===== config.mk =====
export PLATFORM = sky130hd
export DESIGN_NAME = irq_dispatch_sched
export DESIGN_NICKNAME = d
export VERILOG_FILES = /design/src/rtl/irq_pkg.sv /design/src/rtl/irq_rr_pick.sv /design/src/rtl/irq_dispatch_sched.sv
export SDC_FILE = /design/constraint.sdc
export NUM_CORES = 1
export LEC_CHECK = 0
export ABC_AREA = 1
export CORE_ASPECT_RATIO = 0.8
export CORE_MARGIN = 2
export CORE_UTILIZATION = 58
export CTS_CLUSTER_DIAMETER = 80
export DETAILED_ROUTE_END_ITERATION = 12
export GPL_ROUTABILITY_DRIVEN = 0
export HOLD_SLACK_MARGIN = 0.03
export PLACE_DENSITY = 0.86
export SLEW_MARGIN = 20
export SYNTH_ARGS = -nofsm -noshare
export SYNTH_HDL_FRONTEND = slang
export SYNTH_SLANG_ARGS = --single-unit

===== constraint.sdc =====
create_clock -name clk -period 14.1 [get_ports clk]
set_input_delay 2.82 -clock clk [delete_from_list [all_inputs] [get_ports clk]]
set_output_delay 2.82 -clock clk [all_outputs]
set_load 0.05 [all_outputs]

===== src/rtl/irq_pkg.sv =====
// Shared types and defaults for the interrupt dispatch scheduler.
package irq_pkg;

  localparam int unsigned N_IRQ_DEFAULT = 8;
  localparam int unsigned ID_W          = $clog2(N_IRQ_DEFAULT);

  // 2-bit priority level; 0 is the most urgent.
  typedef logic [1:0] prio_t;

  typedef enum logic [1:0] {
    IDLE    = 2'd0,
    OFFER   = 2'd1,
    SERVICE = 2'd2
  } state_t;

endpackage


===== src/rtl/irq_rr_pick.sv =====
// Combinational winner select: lowest priority level wins, ties go to the
// first candidate found searching upward from ptr + 1 (mod N).
module irq_rr_pick
  import irq_pkg::*;
#(
  parameter int unsigned N    = 8,
  parameter int unsigned ID_W = 3
) (
  input  logic [N-1:0]    cand,
  input  logic [2*N-1:0]  prio,
  input  logic [ID_W-1:0] ptr,
  output logic [ID_W-1:0] id,
  output logic            valid
);

  int unsigned idx;
  prio_t       p;
  prio_t       best;

  // Rotating scan; strict less-than keeps the earliest tied line in rotation order.
  always_comb begin
    id    = '0;
    valid = 1'b0;
    best  = '1;
    idx   = 0;
    p     = '0;
    for (int unsigned k = 0; k < N; k++) begin
      idx = (32'(ptr) + 32'd1 + k) % N;
      p   = prio_t'(prio[2*idx +: 2]);
      if (cand[idx] && (!valid || (p < best))) begin
        valid = 1'b1;
        best  = p;
        id    = ID_W'(idx);
      end
    end
  end

endmodule


===== src/rtl/irq_dispatch_sched.sv =====
// Interrupt dispatcher: latches request edges, arbitrates by priority with
// round-robin tie break, and runs an offer / ack / eoi handshake.
module irq_dispatch_sched
  import irq_pkg::*;
#(
  parameter int unsigned N_IRQ       = N_IRQ_DEFAULT,
  parameter int unsigned ACK_TIMEOUT = 16
) (
  input  logic                     clk,
  input  logic                     rst,
  input  logic [N_IRQ-1:0]         irq_req,
  input  logic [N_IRQ-1:0]         irq_mask,
  input  logic [2*N_IRQ-1:0]       prio_cfg,
  input  logic                     irq_ack,
  input  logic                     irq_eoi,
  output logic                     irq_out,
  output logic [$clog2(N_IRQ)-1:0] irq_id,
  output logic [N_IRQ-1:0]         pending,
  output logic [N_IRQ-1:0]         in_service,
  output logic                     timeout_err
);

  localparam int unsigned IW    = $clog2(N_IRQ);
  localparam int unsigned CNT_W = $clog2(ACK_TIMEOUT + 1);

  state_t           state;
  logic [N_IRQ-1:0] req_q;
  logic [N_IRQ-1:0] req_qq;
  logic [IW-1:0]    rr_ptr;
  logic [CNT_W-1:0] tmo_cnt;

  logic [N_IRQ-1:0] rise_c;
  logic [N_IRQ-1:0] id_onehot_c;
  logic [N_IRQ-1:0] clr_c;
  logic [IW-1:0]    win_id_c;
  logic             win_valid_c;

  assign rise_c      = req_q & ~req_qq;
  assign id_onehot_c = N_IRQ'(1) << irq_id;
  assign clr_c       = ((state == OFFER) && irq_ack) ? id_onehot_c : '0;

  irq_rr_pick #(
    .N    (N_IRQ),
    .ID_W (IW)
  ) u_pick (
    .cand  (pending & ~irq_mask),
    .prio  (prio_cfg),
    .ptr   (rr_ptr),
    .id    (win_id_c),
    .valid (win_valid_c)
  );

  // Edge capture, pending bookkeeping and the offer/service state machine.
  always_ff @(posedge clk) begin
    if (rst) begin
      state       <= IDLE;
      req_q       <= irq_req;
      req_qq      <= irq_req;
      pending     <= '0;
      in_service  <= '0;
      irq_out     <= 1'b0;
      irq_id      <= '0;
      timeout_err <= 1'b0;
      rr_ptr      <= '0;
      tmo_cnt     <= '0;
    end else begin
      req_q       <= irq_req;
      req_qq      <= req_q;
      timeout_err <= 1'b0;
      // A new edge on the line being acked wins over the clear.
      pending     <= (pending & ~clr_c) | rise_c;
      case (state)
        IDLE: begin
          if (win_valid_c) begin
            state   <= OFFER;
            irq_out <= 1'b1;
            irq_id  <= win_id_c;
            tmo_cnt <= '0;
          end
        end
        OFFER: begin
          if (irq_ack) begin
            state      <= SERVICE;
            in_service <= id_onehot_c;
            irq_out    <= 1'b0;
            rr_ptr     <= irq_id;
          end else if (irq_mask[irq_id]) begin
            state   <= IDLE;
            irq_out <= 1'b0;
          end else if (tmo_cnt == CNT_W'(ACK_TIMEOUT - 1)) begin
            state       <= IDLE;
            irq_out     <= 1'b0;
            timeout_err <= 1'b1;
          end else begin
            tmo_cnt <= tmo_cnt + CNT_W'(1);
          end
        end
        SERVICE: begin
          if (irq_eoi) begin
            state      <= IDLE;
            in_service <= '0;
          end
        end
        default: begin
          state   <= IDLE;
          irq_out <= 1'b0;
        end
      endcase
    end
  end

endmodule


=== Yosys cells after proc, flatten, opt, wreduce, memory -nomap -nowiden ===
Index checks and enable logic that the tools add are counted.

* Register bits after elaboration: 47
* Bits in latches: 0
* Memory bits (writable): 0
* Bits in read-only memories: 0
* Input port bits: 36
* Output and inout port bits: 21
* Memories kept: 0

* $add $sub $neg: 9
* Multiply operators: 0
* Divide/modulo/power cells: 0
* Order comparisons: 16
* Equality and inequality tests: 10
* Shift operators: 9
* Mux-type cells: 63
* Bitwise logic cells: 9
* Reductions and logical operators: 32

{| class="wikitable"
|+ Operators by type and width
! cell !! count
|-
| indexed part select 16 x 5 -> 2 bit || 8
|-
| less-than comparator 3 x 4 -> 1 bit, second input constant || 9
|-
| 2-to-1 mux 8 bit || 4
|-
| binary-select mux 1 bit (select 3 bit) || 9
|-
| bitwise AND 8 bit || 3
|-
| 2-to-1 mux 2 bit || 12
|-
| 2-to-1 mux 3 bit || 8
|-
| inverter 8 bit || 3
|-
| 2-to-1 mux 1 bit || 22
|-
| 2-to-1 mux 5 bit || 4
|-
| one-hot mux 8 bit (2 select lines) || 1
|-
| less-than comparator 2 bit || 7
|-
| adder 3 bit, second input constant || 4
|-
| != test 2 bit, second input constant || 5
|-
| one-hot mux 5 bit (2 select lines) || 1
|-
| AND reduction 3 bit || 3
|-
| logical AND 1 bit || 8
|-
| bitwise OR 8 bit || 1
|-
| left shift 1 x 3 -> 8 bit, first input constant || 1
|-
| zero test 1 bit || 7
|-
| logical OR 1 bit || 7
|-
| adder 3 x 1 -> 3 bit, second input constant || 2
|-
| adder 3 x 2 -> 3 bit, second input constant || 2
|-
| one-hot mux 2 bit (3 select lines) || 1
|-
| 13 further kinds || 16
|}

=== Longest topological paths before layout ===
* Word-level depth: 35
* Gate-level depth with buffers: 58
* Depth with buffers taken out: 57

=== Cells and area by module ===
A second synthesis with hierarchy kept.

* Cell total of the unflattened synthesis: 610
* Area, all modules: 3616.0 sq um

{| class="wikitable"
|+ Modules (own cells, without submodules)
! module !! times used !! cells an instance !! area each (sq um) !! sequential area each (sq um)
|-
| irq_dispatch_sched || 1 || 241 || 1851.8 || 940.9
|-
| irq_rr_pick || 1 || 369 || 1764.2 || 0.0
|}

=== Worst setup path after synthesis ===
OpenSTA, ideal clock, no wires.

* Path type: input to register
* Start point: input prio_cfg[5]
* End point: register irq_id[0]
* Setup time: 0.109 ns
* Arrival: 7.637 ns
* Required time: 13.991 ns
* Slack: 6.355 ns
* Stages on the path: 53
* Path buffers: 0
* Cell sequence: inv_1 > o21ai_0 > or2_0 > o21ai_0 > inv_1 > o21ai_0 > o21a_1 > ha_1 > nand2_1 > nand2_1 > nand2_4 > nand2_4 > nand2_1 > nand2_1 > nor2_1 > nand2_1 > nand2_2 > nand2_4 > (+17 left out) > nand2_4 > o21ai_0 > ha_1 > nand2_1 > nand2_1 > nand2_2 > nand2_4 > nand2_1 > o21ai_0 > ha_1 > nand2_1 > nand2_1 > nand2_2 > nand2_2 > a21oi_1 > nand2_1 > nand2_1 > inv_1

* Longest elaborated chain between the ends: 31

{| class="wikitable"
|+ Ends and longest elaborated chain
! item !! RTL line !! RTL
|-
| start, declared || irq_dispatch_sched.sv:13 || <nowiki>input logic [2*N_IRQ-1:0] prio_cfg,</nowiki>
|-
| indexed part select 16 x 5 -> 2 bit || irq_rr_pick.sv:29 || <nowiki>p = prio_t'(prio[2*idx +: 2]);</nowiki>
|-
| 2-to-1 mux 2 bit || irq_rr_pick.sv:30 || <nowiki>if (cand[idx] && (!valid || (p < best))) begin</nowiki>
|-
| less-than comparator 2 bit || irq_rr_pick.sv:30 ||
|-
| logical OR 1 bit || irq_rr_pick.sv:30 ||
|-
| logical AND 1 bit || irq_rr_pick.sv:30 ||
|-
| 2-to-1 mux 2 bit or 2-to-1 mux 1 bit (tied branches) || irq_rr_pick.sv:30 ||
|-
| less-than comparator 2 bit or zero test 1 bit (tied branches) || irq_rr_pick.sv:30 ||
|-
| logical OR 1 bit || irq_rr_pick.sv:30 ||
|-
| (+15 left out) || n/a ||
|-
| logical OR 1 bit || irq_rr_pick.sv:30 ||
|-
| logical AND 1 bit || irq_rr_pick.sv:30 ||
|-
| 2-to-1 mux 2 bit or 2-to-1 mux 1 bit (tied branches) || irq_rr_pick.sv:30 ||
|-
| less-than comparator 2 bit or zero test 1 bit (tied branches) || irq_rr_pick.sv:30 ||
|-
| logical OR 1 bit || irq_rr_pick.sv:30 ||
|-
| logical AND 1 bit || irq_rr_pick.sv:30 ||
|-
| 2-to-1 mux 1 bit || irq_rr_pick.sv:30 ||
|-
| AND reduction 2 bit (no source line) || n/a ||
|-
| end signal, assigned || irq_dispatch_sched.sv:77 || <nowiki>irq_id <= win_id_c;</nowiki>
|-
| end, declared || irq_dispatch_sched.sv:17 || <nowiki>output logic [$clog2(N_IRQ)-1:0] irq_id,</nowiki>
|}

Parallel ways exist; a longest one is shown, timed or not.
A chain may end at the register's enable or synchronous reset.

=== Worst setup path in the final report ===
* Start point: input prio_cfg[7]
* End point: register irq_id[0]

The elaborated chain is that of the path after synthesis.

==> implementation parameters <==
Parameter                              Value

Status
  Result of the run ... completed

Critical path
  Crit. End Element ... flip-flop
  CP Data Arrival Time ... roughly 9.0 ns
  Critical Path RT ... ~14 ns
  Top fanout value on the critical path ... 9
  Critical-path top delay cell ... clkdlybuf4s50_1
  Family with the most delay on the worst path ... simple AND/OR/NAND/NOR gates
  Slowest stage delay, CP ... 0.42 ns
  Total buffers and inverters traversed by the critical path ... 3
  Kind of start point of the critical path ... input port
  Critical path's most frequent cell ... nand2_1
  Kind of critical path ... in2reg

Placed design
  HPWL after detailed placement ... 7.16 mm
  Placed standard-cell area ... slightly below 0.004 sq mm
  Port buffer count ... 56

Synthesis
  Netlist area before placement ... around 0.0034 sq mm
  Yosys cell types ... 40
  Yosys reg bits ... 47
  Syn avg cell area ... 6.16 sq um
  Sequential-to-total area share from yosys stat ... between 20% and 30%
  Post-synthesis cell count ... around 550
  Share of synthesized flip-flops with an asynchronous set or reset ... 0%
  Synthesized net count ... 590
  Post-synth EDFFs ... 0
  Predominant post-synthesis flop cell ... dfxtp_1
  Ys Warns ... 0

Power and ir drop
  Pwr per Cell Area ... ~280 mW/mm^2
  LEAKAGE ... between 1.5 and 2 nW
  Power Internal ... ~0.00048 W
  Share of total power in sequential cells ... about 14%
  Switching power share of the total ... around 58%
  Maximum vdd ir drop ... around 0.00017 V
  Portion of total power attributed to combinational logic ... 77.8%
  Net switching component of the power ... between 0.0006 and 0.0007 W
  Part of the power in the clock network ... 7.7%

Finish
  Number of filler cells placed in the layout ... roughly 480
  Final non-filler cell area ... between 0.004 and 0.005 sq mm
  Number of antenna cells inserted ... 0
  Fraction of final layout cells sized beyond drive strength 1 ... under 10%
  Area growth syn-to-layout ... 21.1%
  Number of nets in the finished design ... 642

Drt
  Number of DRC violations after detailed routing ... 0
  Number of vias per cell ... around 5.6
  Routed wire length per instance ... approximately 14 um
  Via count of the routed design ... around 3.8k
  Number of DRC markers after the initial detailed-route iteration ... around 370
  Routed Wire Length ... roughly 9.2 mm
  Pre-Repair DR Iteration Count ... 5
  Antenna viol nets, final ... 0

GRT
  Number of global-route vias before repair ... about 3.3k
  Global-route usage over all layers ... 29.6%
  Global-route wire length before repair ... approximately 15 mm
  Maximum number of pins on one net before global-route repair ... 31
  Residual overflow from global routing ... 0
  Antenna violations before repair ... 0

STA
  Share of the clock period used by the worst path after layout ... between 60% and 70%
  Setup_tns ... 0 ns
  Shortest period the worst path allows ... 8.80 ns
  Setup violators final ... 0
  Worst rel slew slack ... between 40% and 50%
  Final number of hold-violating endpoints ... 0
  Max Freq ... 114 MHz
  RSZ-0062 raised after global routing ... false
  Final Skew ... ~0.0079 ns
  Measured slew at the worst slew-check pin ... between 0.8 and 0.9 ns
  Slew Viols, Final ... 0

Floorplanning
  Effective utilization at floorplan ... about three fifths
  FP Rows ... 24
  Area enclosed by the die boundary ... approximately 0.0064 sq mm
  I/O pin count ... 57
  Floorplan die width ... roughly 89 um
  Floorplan core area ... ~0.0055 sq mm
  Die Height ... 72.1 um

Clocking
  Number of buffers created by CTS ... 5
  Clock tree buffer depth ... 2
  CTS Sinks ... 47
  Number of setup buffers added after CTS ... 0
  Root buffer cell ... clkbuf_8
  Number of gates given a new drive strength after cts ... 0
  Clock network latency to the later pin of the worst-skew pair ... ~0.31 ns
  Hold-fix buffer count after cts ... 0
  Clk slew on worst S/H paths ... roughly 0.10 ns
  Maximum level of the CTS H-tree ... 2
  TritonCTS clock tree ... done

Min path
  Hold Crit Class ... reg2reg

Run
  Max-capacitance violation count ... 0
==> area by class of cell <==
class	instances	area [sq um]	area share (%)
inverters	79	297	7.28
repair buffers	58	576	14.1
clock buffers	5	68.8	1.69
well taps	78	97.6	2.40
flip-flops and latches	47	941	23.1
clock inverters	3	27.5	0.676
multi-input cells	407	2060	50.7
==> placed cells by master (no fill, tap or decap), types with 3 or more instances in the layout <==
cell | synthesis | final
nor3_1 | 3 | 3
nor2_1 | 34 | 34
a21oi_1 | 18 | 18
o21ai_1 | 5 | 5
o211ai_1 | 3 | 3
nand2_1 | 156 | 156
o22ai_1 | 3 | 3
inv_1 | 73 | 73
nand3_1 | 66 | 66
o21ai_0 | 59 | 59
a31oi_1 | 3 | 3
mux2i_1 | 5 | 5
nand2_2 | 10 | 10
dfxtp_1 | 47 | 47
clkbuf_8 | 0 | 5
nand2_4 | 10 | 10
ha_1 | 8 | 8
clkdlybuf4s50_1 | 0 | 56
inv_2 | 5 | 5
==> layer usage <==
| layer | wire length, um | up-vias | share of wire, % | GRT usage, % |
|---|---|---|---|---|
| met5 | 0 | - | 0 | 0 |
| met4 | 73 | 0 | 0.80 | 5.47 |
| met3 | 825 | 10 | 9.0 | 7.39 |
| met2 | 4080 | 168 | 44 | 47.2 |
| met1 | 4200 | 1708 | 46 | 41.2 |
| li1 | - | 1876 | - | - |
==> worst paths after layout <==
check                                 start    endpoint  slack [ns]  cells past startpoint
worst max-delay path            prio_cfg[7]   irq_id[0]        5.30                     54
worst min-delay path              req_qq[1]  pending[1]        0.42                      1
worst max register to register    rr_ptr[0]   irq_id[0]        6.92                     50
worst min register to register    req_qq[1]  pending[1]        0.42                      1
==> power groups by stage <==
stage	Combinational [W]	Clock, W	Sequential (W)
2_1_floorplan	0.000649	0	0.000189
3_5_place_dp	0.000854	0	0.000168
5_1_grt	0.000981	0.0000934	0.000167
4_1_cts	0.000861	0.0000888	0.000165
6_report	0.000886	0.0000876	0.000165
3_3_place_gp	0.000821	0	0.000167
==> cells by family after synthesis <==
group	Yosys count	synth area share, %
simple gates	285	37.9
compound gates	104	17.1
fa+ha+maj	8	2.98
buf+inv	92	10.6
flops	47	28.0
mux	5	1.49
xor+xnor	5	1.97
==> cells in the mapped netlist (2+ instances only) <==
cell type,n,area [sq um]
xor2_2,2,32.5
clkbuf_1,5,18.8
o21ai_0,59,295
xor2_1,2,17.5
buf_4,2,15.0
nand2_4,10,113
or2_0,2,12.5
nor3_1,3,15.0
ha_1,8,100
a211oi_1,2,15.0
mux2i_1,5,50.1
buf_2,4,20.0
a22oi_1,2,15.0
nand2_2,10,62.6
nand3_1,66,330
a21oi_1,18,90.1
o21ai_1,5,25.0
nand2_1,156,586
inv_1,73,274
o21a_1,2,15.0
buf_1,2,7.51
o211ai_1,3,22.5
inv_2,5,18.8
a31oi_1,3,18.8
o22ai_1,3,18.8
nor2_1,34,128
dfxtp_1,47,941
==> stage by stage <==
stage / hold slack (ns) / setup slack [ns] / util, % / std cells / total power (W)
after detailed placement: 0.407 / 5.19 / 71.9 / 669 / 0.00102
after floorplan: 0.399 / 6.35 / - / 546 / 0.000838
final: 0.419 / 5.30 / 73.7 / 677 / 0.00114
after global routing: 0.440 / 4.87 / 73.7 / 677 / 0.00124
after CTS: 0.422 / 5.47 / 73.7 / 677 / 0.00111
after global placement: 0.402 / 5.54 / 71.9 / 669 / 0.000988
==> state kept, by name, indices dropped and copies added (netlist names) <==
register	flops
timeout_err	1
tmo_cnt	5
req_qq	8
irq_out	1
req_q	8
irq_id	3
pending	8
state	2
in_service	8
rr_ptr	3
==> worst reg2reg max path, delay by kind of cell (launching register included) <==
kind / cells / cell delay [ns]
XOR/XNOR: 1 / 0.55
AO/OA/AOI/OAI: 6 / 1.24
buffers and inverters: 3 / 0.51
adder cells (fa/ha/maj): 4 / 1.54
flip-flops: 1 / 0.35
AND/OR/NAND/NOR: 36 / 2.88
Power figures use the tool's default switching activity.
